<file path="config.mk">
export PLATFORM = sky130hd
export DESIGN_NAME = serial_add_sequencer
export DESIGN_NICKNAME = d
export VERILOG_FILES = /design/src/rtl/serial_add_sequencer.sv
export SDC_FILE = /design/constraint.sdc
export NUM_CORES = 1
export LEC_CHECK = 0
export BUFFER_PORTS_ARGS = -buffer_cell sky130_fd_sc_hd__buf_4
export CELL_PAD_IN_SITES_DETAIL_PLACEMENT = 1
export CELL_PAD_IN_SITES_GLOBAL_PLACEMENT = 2
export CORE_MARGIN = 1
export CORE_UTILIZATION = 29
export CTS_CLUSTER_DIAMETER = 200
export DETAILED_ROUTE_END_ITERATION = 16
export GPL_ROUTABILITY_DRIVEN = 0
export PLACE_DENSITY_LB_ADDON = 0.1
export SLEW_MARGIN = 20
export SYNTH_ARGS = -nofsm -noshare
export SYNTH_HDL_FRONTEND = slang
export SYNTH_SLANG_ARGS = --single-unit
</file>
<file path="constraint.sdc">
create_clock -name clk -period 1 [get_ports clk]
set_input_delay 0.05 -clock clk [delete_from_list [all_inputs] [get_ports clk]]
set_output_delay 0.05 -clock clk [all_outputs]
set_load 0.01 [all_outputs]
</file>
<file path="src/rtl/serial_add_sequencer.sv">
// serial_add_sequencer: bit-serial LSB-first adder sharing one full-adder cell, start/busy/done handshake
//   clk, rst_n (sync, active-low) | start, op_a, op_b in | busy, done, sum, carry_out registered out
module serial_add_sequencer #(
    parameter int WIDTH = 4
) (
    input  logic             clk,
    input  logic             rst_n,
    input  logic             start,
    input  logic [WIDTH-1:0] op_a,
    input  logic [WIDTH-1:0] op_b,
    output logic             busy,
    output logic             done,
    output logic [WIDTH-1:0] sum,
    output logic             carry_out
);
    localparam int CW = $clog2(WIDTH);
    typedef enum logic [1:0] {IDLE, RUN, DONE} state_t;
    state_t           state_q;
    logic [WIDTH-1:0] a_q, b_q, acc_q, sum_q, acc_d;
    logic [CW-1:0]    cnt_q;
    logic             c_q, carry_q, busy_q, done_q;
    logic             p, g1, s, g2, c_d;
    assign p     = a_q[0] ^ b_q[0];
    assign g1    = a_q[0] & b_q[0];
    assign s     = p ^ c_q;
    assign g2    = p & c_q;
    assign c_d   = g1 | g2;
    assign acc_d = {s, acc_q[WIDTH-1:1]};
    assign busy      = busy_q;
    assign done      = done_q;
    assign sum       = sum_q;
    assign carry_out = carry_q;
    always_ff @(posedge clk) begin
        if (!rst_n) begin
            state_q <= IDLE;
            a_q     <= '0;
            b_q     <= '0;
            acc_q   <= '0;
            sum_q   <= '0;
            cnt_q   <= '0;
            c_q     <= 1'b0;
            carry_q <= 1'b0;
            busy_q  <= 1'b0;
            done_q  <= 1'b0;
        end else begin
            case (state_q)
                IDLE: if (start) begin
                    a_q     <= op_a;
                    b_q     <= op_b;
                    acc_q   <= '0;
                    c_q     <= 1'b0;
                    cnt_q   <= '0;
                    busy_q  <= 1'b1;
                    state_q <= RUN;
                end
                RUN: begin
                    c_q   <= c_d;
                    acc_q <= acc_d;
                    a_q   <= a_q >> 1;
                    b_q   <= b_q >> 1;
                    cnt_q <= cnt_q + CW'(1);
                    // last bit: commit includes this edge's sum bit and carry
                    if (cnt_q == CW'(WIDTH - 1)) begin
                        sum_q   <= acc_d;
                        carry_q <= c_d;
                        busy_q  <= 1'b0;
                        done_q  <= 1'b1;
                        state_q <= DONE;
                    end
                end
                DONE: begin
                    done_q  <= 1'b0;
                    state_q <= IDLE;
                end
                default: state_q <= IDLE;
            endcase
        end
    end
endmodule

</file>
# --- After elaboration in Yosys (flattened, before gate mapping) ---
# Cells that the tools add are included.
totals:
  out_inout_bits: 7
  regBits: 24
  wordCells: 47
op_classes:
  addsub: 1
  n_bitwise: 5
  n_reduce_logical: 8
  n_eq_ne: 5
  n_mux: 18
ops:
  columns: ["op", "count"]
  rows:
  - ["one-hot mux 4 bit (2 select lines)", 3]
  - ["two-way mux 4 bit", 3]
  - ["one-hot mux 2 bit (2 select lines)", 2]
  - ["AND reduction 2 bit", 4]
  - ["two-way mux 2 bit", 3]
  - ["one-hot mux 1 bit (2 select lines)", 3]
  - ["equality test 2 bit (second input constant)", 2]
  - ["two-way mux 1 bit", 4]
  - ["!= test 2 bit (second input constant)", 2]
  - ["nonzero test 2 bit", 2]
  - ["AND reduction 3 bit", 1]
  - ["adder 2 x 1 -> 2 bit (second input constant)", 1]
  - ["bitwise AND 1 bit", 2]
  - ["equality test 2 x 1 -> 1 bit (second input constant)", 1]
  - ["logical NOT 2 bit", 1]
  - ["XOR 1 bit", 2]
  - ["OR 1 bit", 1]

# --- Logic depth before layout (Yosys ltp) ---
depth:
  ltp_word: 4
  mapped_depth: 5
  ltp_nobuf: 4

# --- Worst setup path before layout ---
# OpenSTA, ideal clock, no wires.
synth_timing:
  path_type: "register -> register"
  startpoint: "register state_q[0]"
  endpoint: "register a_q[0]"
  stages_incl_launch_ff: 5
  arrival_ns: 1.045
  setup_time_ns: 0.069
  required_ns: 0.931
  path_slack_ns: -0.114
  path_cell_list: "dfxtp_1 buf_6 nor2_4 or3b_4 o21ai_1"
synth_between:
  elab_chain_cells: 3
  word_cells_on_any_way: 6
  cone_classes: "eq/ne: 2; mux: 1; reduce/logical: 3"
synth_lines:
  columns: ["element", "line_no", "source"]
  rows:
  - ["start: declaration", "18", "state_t state_q;"]
  - ["start signal: assignment", "35", "state_q <= IDLE;"]
  - ["start signal: assignment", "54", "state_q <= RUN;"]
  - ["start signal: assignment", "68", "state_q <= DONE;"]
  - ["equality test 2 x 1 -> 1 bit or logical NOT 2 bit (tied branches)", "46", "case (state_q)"]
  - ["nonzero test 2 bit (no line) or != test 2 bit (tied branches)", null, null]
  - ["AND reduction 2 bit (no line)", null, null]
  - ["end signal: assignment", "48", "a_q <= op_a;"]
  - ["end signal: assignment", "59", "a_q <= a_q >> 1;"]
  - ["end: declaration", "19", "logic [WIDTH-1:0] a_q, b_q, acc_q, sum_q, acc_d;"]
# Parallel ways exist; a longest one is shown, timed or not.
# A chain may end at the register's enable or synchronous reset.

# --- Worst setup path in the final report ---
layout_timing:
  startpoint: "register c_q"
  endpoint: "register acc_q[3]"
layout_between:
  elab_chain_cells: 2
layout_lines:
  columns: ["element", "line_no", "source"]
  rows:
  - ["start: declaration", "21", "logic c_q, carry_q, busy_q, done_q;"]
  - ["start signal: assignment", "41", "c_q <= 1'b0;"]
  - ["start signal: assignment", "51", "c_q <= 1'b0;"]
  - ["start signal: assignment", "57", "c_q <= c_d;"]
  - ["XOR 1 bit", "25", "assign s = p ^ c_q;"]
  - ["named net s", "22", "logic p, g1, s, g2, c_d;"]
  - ["one-hot mux 4 bit (2 select lines)", "46", null]
  - ["end signal: assignment", "38", "acc_q <= '0;"]
  - ["end signal: assignment", "50", "acc_q <= '0;"]
  - ["end signal: assignment", "58", "acc_q <= acc_d;"]
  - ["end: declaration", "19", null]
# The timed path passes the listed nets, and every way through them passes these cells.

==> metrics <==
outcome=finished, violations left; failing checks=setup timing; CTS Buf Count=3; ANT nets after route=0; DR pass1 iterations=2; TritonCTS clock tree=done; Routed WL=approximately 2500 um; register area share after synthesis=0.484; largest fanout on the critical path=2; Syn Area/Cell=between 9 and 10 sq um; I/O pins=18; WL/cell=14.3 um; Buf+Inv Stages, Crit Path=0; Rel. slew slack=0.866; PD cells=1190 mW/mm^2; synth warn=0; global route overflow=0; Slew Viols, Final=0; drt first-iter violations=6; Mapped Nets=116; worst slack, placed=-0.123 ns; hold depth=3; reg-to-reg endpoint=acc_q[3]; Reg2Reg Launch Point=c_q; CTS H-tree lvls=1; Worst-Margin Slew=approximately 0.20 ns; via count=866; vias in the first global route=850; Worst setup SP type=register; synthesis-stage register bit count=23; Nets=149; Die Area=around 0.0035 sq mm; CTS Buffer Depth=2; FMAX=0.888 GHz; worst reg2reg setup slack=-0.13 ns; Crit. End Element=register; Worst path max stage delay=0.55 ns; initial antenna violation count=0; # rows=20; GRT Util Overall=0.160; drt drc=0; # clock sinks=23; Die H=59.3 um; share of layout cells above drive strength 1=0.507; Crit Path Class=register to register; peak supply drop=around 0.52 mV; clk_skew=0.00289 ns; CP Data Arrival Time=around 1.4 ns; clock root buffer=clkbuf_4; hold wc startpoint=op_b[2]; leading cell type in the layout, fill and taps excluded=buf_4; delay-heaviest family, CP=adder cells; global-route wire length before repair=slightly above 4000 um; reported max-cap violation count=0; clock insertion delay at the later pin of the skew report=0.31 ns; final hold vios=0; CP Cell Sequence=fa_1, nand2_2, o22ai_2; Post-Syn Instances=102; Worst R2R Path Depth=3; Avg Vias per Cell=4.87; Final setup viols=15; Port Buf Inserts=17; post-DP HPWL=1770 um; RSZ-0062 raised after global routing=true; most frequent cells in the layout=buf_4, dfxtp_1, nand2_1; fin crit period=1.13 ns; Cell Area, Synth=around 950 sq um; final hold slack=a little under 0.008 ns; HP Class=primary input to register; Slowest cell on crit path=fa_1; final period utilization=1.13; post-synth cell types=24; pin count of the biggest net entering global routing=17; area grow syn2layout=51.8%; # diodes=0; Chip Width=59.3 um; final setup margin=-0.126 ns; # fillers=about 350; Worst Hold End=b_q[2]; clk slew on worst S/H paths=0.13 ns; Initial Util=0.309; Crit path required time=1.25 ns; core area=approximately 0.0031 sq mm; Leak=0.551 nW
[registers in the layout, summed over array words and instances, names as in the netlist]
signal / count
a_q: 4
acc_q: 3
b_q: 4
busy: 1
c_q: 1
carry_out: 1
cnt_q: 2
done: 1
state_q: 2
sum: 4
[routing by layer]
metal | vias up | track usage | routed length (um)
li1 | 427 | - | -
met1 | 420 | 0.213 | 1170
met2 | 14 | 0.262 | 1290
met3 | 5 | 0.0197 | 54
met4 | 0 | 0.0612 | 28
met5 | - | 0 | 0
[worst max-delay path by stage]
stage                from        to  slack, ns  cells after the start
3_3_place_gp       a_q[0]  acc_q[3]      -0.09                      3
6_report              c_q  acc_q[3]      -0.13                      3
2_1_floorplan  state_q[0]    a_q[0]       -0.1                      4
3_5_place_dp       a_q[0]  acc_q[3]      -0.12                      3
4_1_cts               c_q  acc_q[3]      -0.12                      3
5_1_grt               c_q  acc_q[3]      -0.19                      3
[layout make-up]
class / count / area (sq um) / area share
Clock inverter: 1 / 5.00 / 0.00346
Multi-Input combinational cell: 70 / 577 / 0.399
Inverter: 2 / 12.5 / 0.00866
Timing Repair Buffer: 35 / 295 / 0.204
Tap cell: 44 / 55.1 / 0.0381
Clock buffer: 3 / 22.5 / 0.0156
Sequential cell: 23 / 478 / 0.331
[kinds of logic after synthesis]
kind of cell | synth area share
compound gates | 0.177
fa+ha+maj | 0.0473
buf+inv | 0.0486
flops | 0.484
mux | 0.0736
simple gates | 0.170
[where the power goes]
group / leakage (nW) / total, mW / internal [mW] / switching (mW)
clock network: 0.0177 / 0.445 / 0.150 / 0.295
logic: 0.343 / 0.294 / 0.156 / 0.138
registers: 0.191 / 0.977 / 0.948 / 0.0297
[stage by stage]
step | cell area (sq um) | cells | utilization | setup TNS (ns) | total power, mW
after CTS | 1310 | 177 | 0.426 | -0.824 | 1.68
after global placement | 1200 | 170 | 0.391 | -0.302 | 1.22
after global routing | 1450 | 178 | 0.470 | -1.55 | 1.82
after detailed placement | 1200 | 170 | 0.391 | -0.651 | 1.23
after floorplan | 967 | 102 | - | -0.894 | 1.11
final | 1450 | 178 | 0.470 | -0.931 | 1.72
[timing repair]
| action | in CTS | in global routing |
|---|---|---|
| pin swaps | 9 | 4 |
| gates resized for setup | 22 | 28 |
| hold buffers | 2 | 0 |
| cloned | 1 | 0 |
| hold endpoints to repair | 2 | 0 |
| setup endpoints to repair | 22 | 22 |
| setup buffers | 0 | 1 |
[cells in the mapped netlist]
library cell,instances,share of area
dfxtp_1,23,0.48
nand2_1,15,0.059
o22ai_1,8,0.053
mux2i_1,7,0.074
o21ai_0,7,0.037
o211ai_1,6,0.047
o21ai_1,6,0.032
nand3_1,5,0.026
buf_2,4,0.021
nand2b_1,3,0.020
nor2_1,3,0.012
ha_1,2,0.026
inv_1,2,0.0079
and2_1,1,0.0066
buf_1,1,0.0039
buf_6,1,0.012
clkbuf_1,1,0.0039
fa_1,1,0.021
nand3b_1,1,0.0079
nor2_4,1,0.012
nor2b_1,1,0.0066
nor3b_1,1,0.0079
o2bb2ai_1,1,0.0092
or3b_4,1,0.012
[worst min-delay path, stage by stage]
cell and delay, ns:
buf_4 0.07, mux2i_1 0.05, o21ai_1 0.12
No activity file was read; power rests on OpenSTA's default activity.
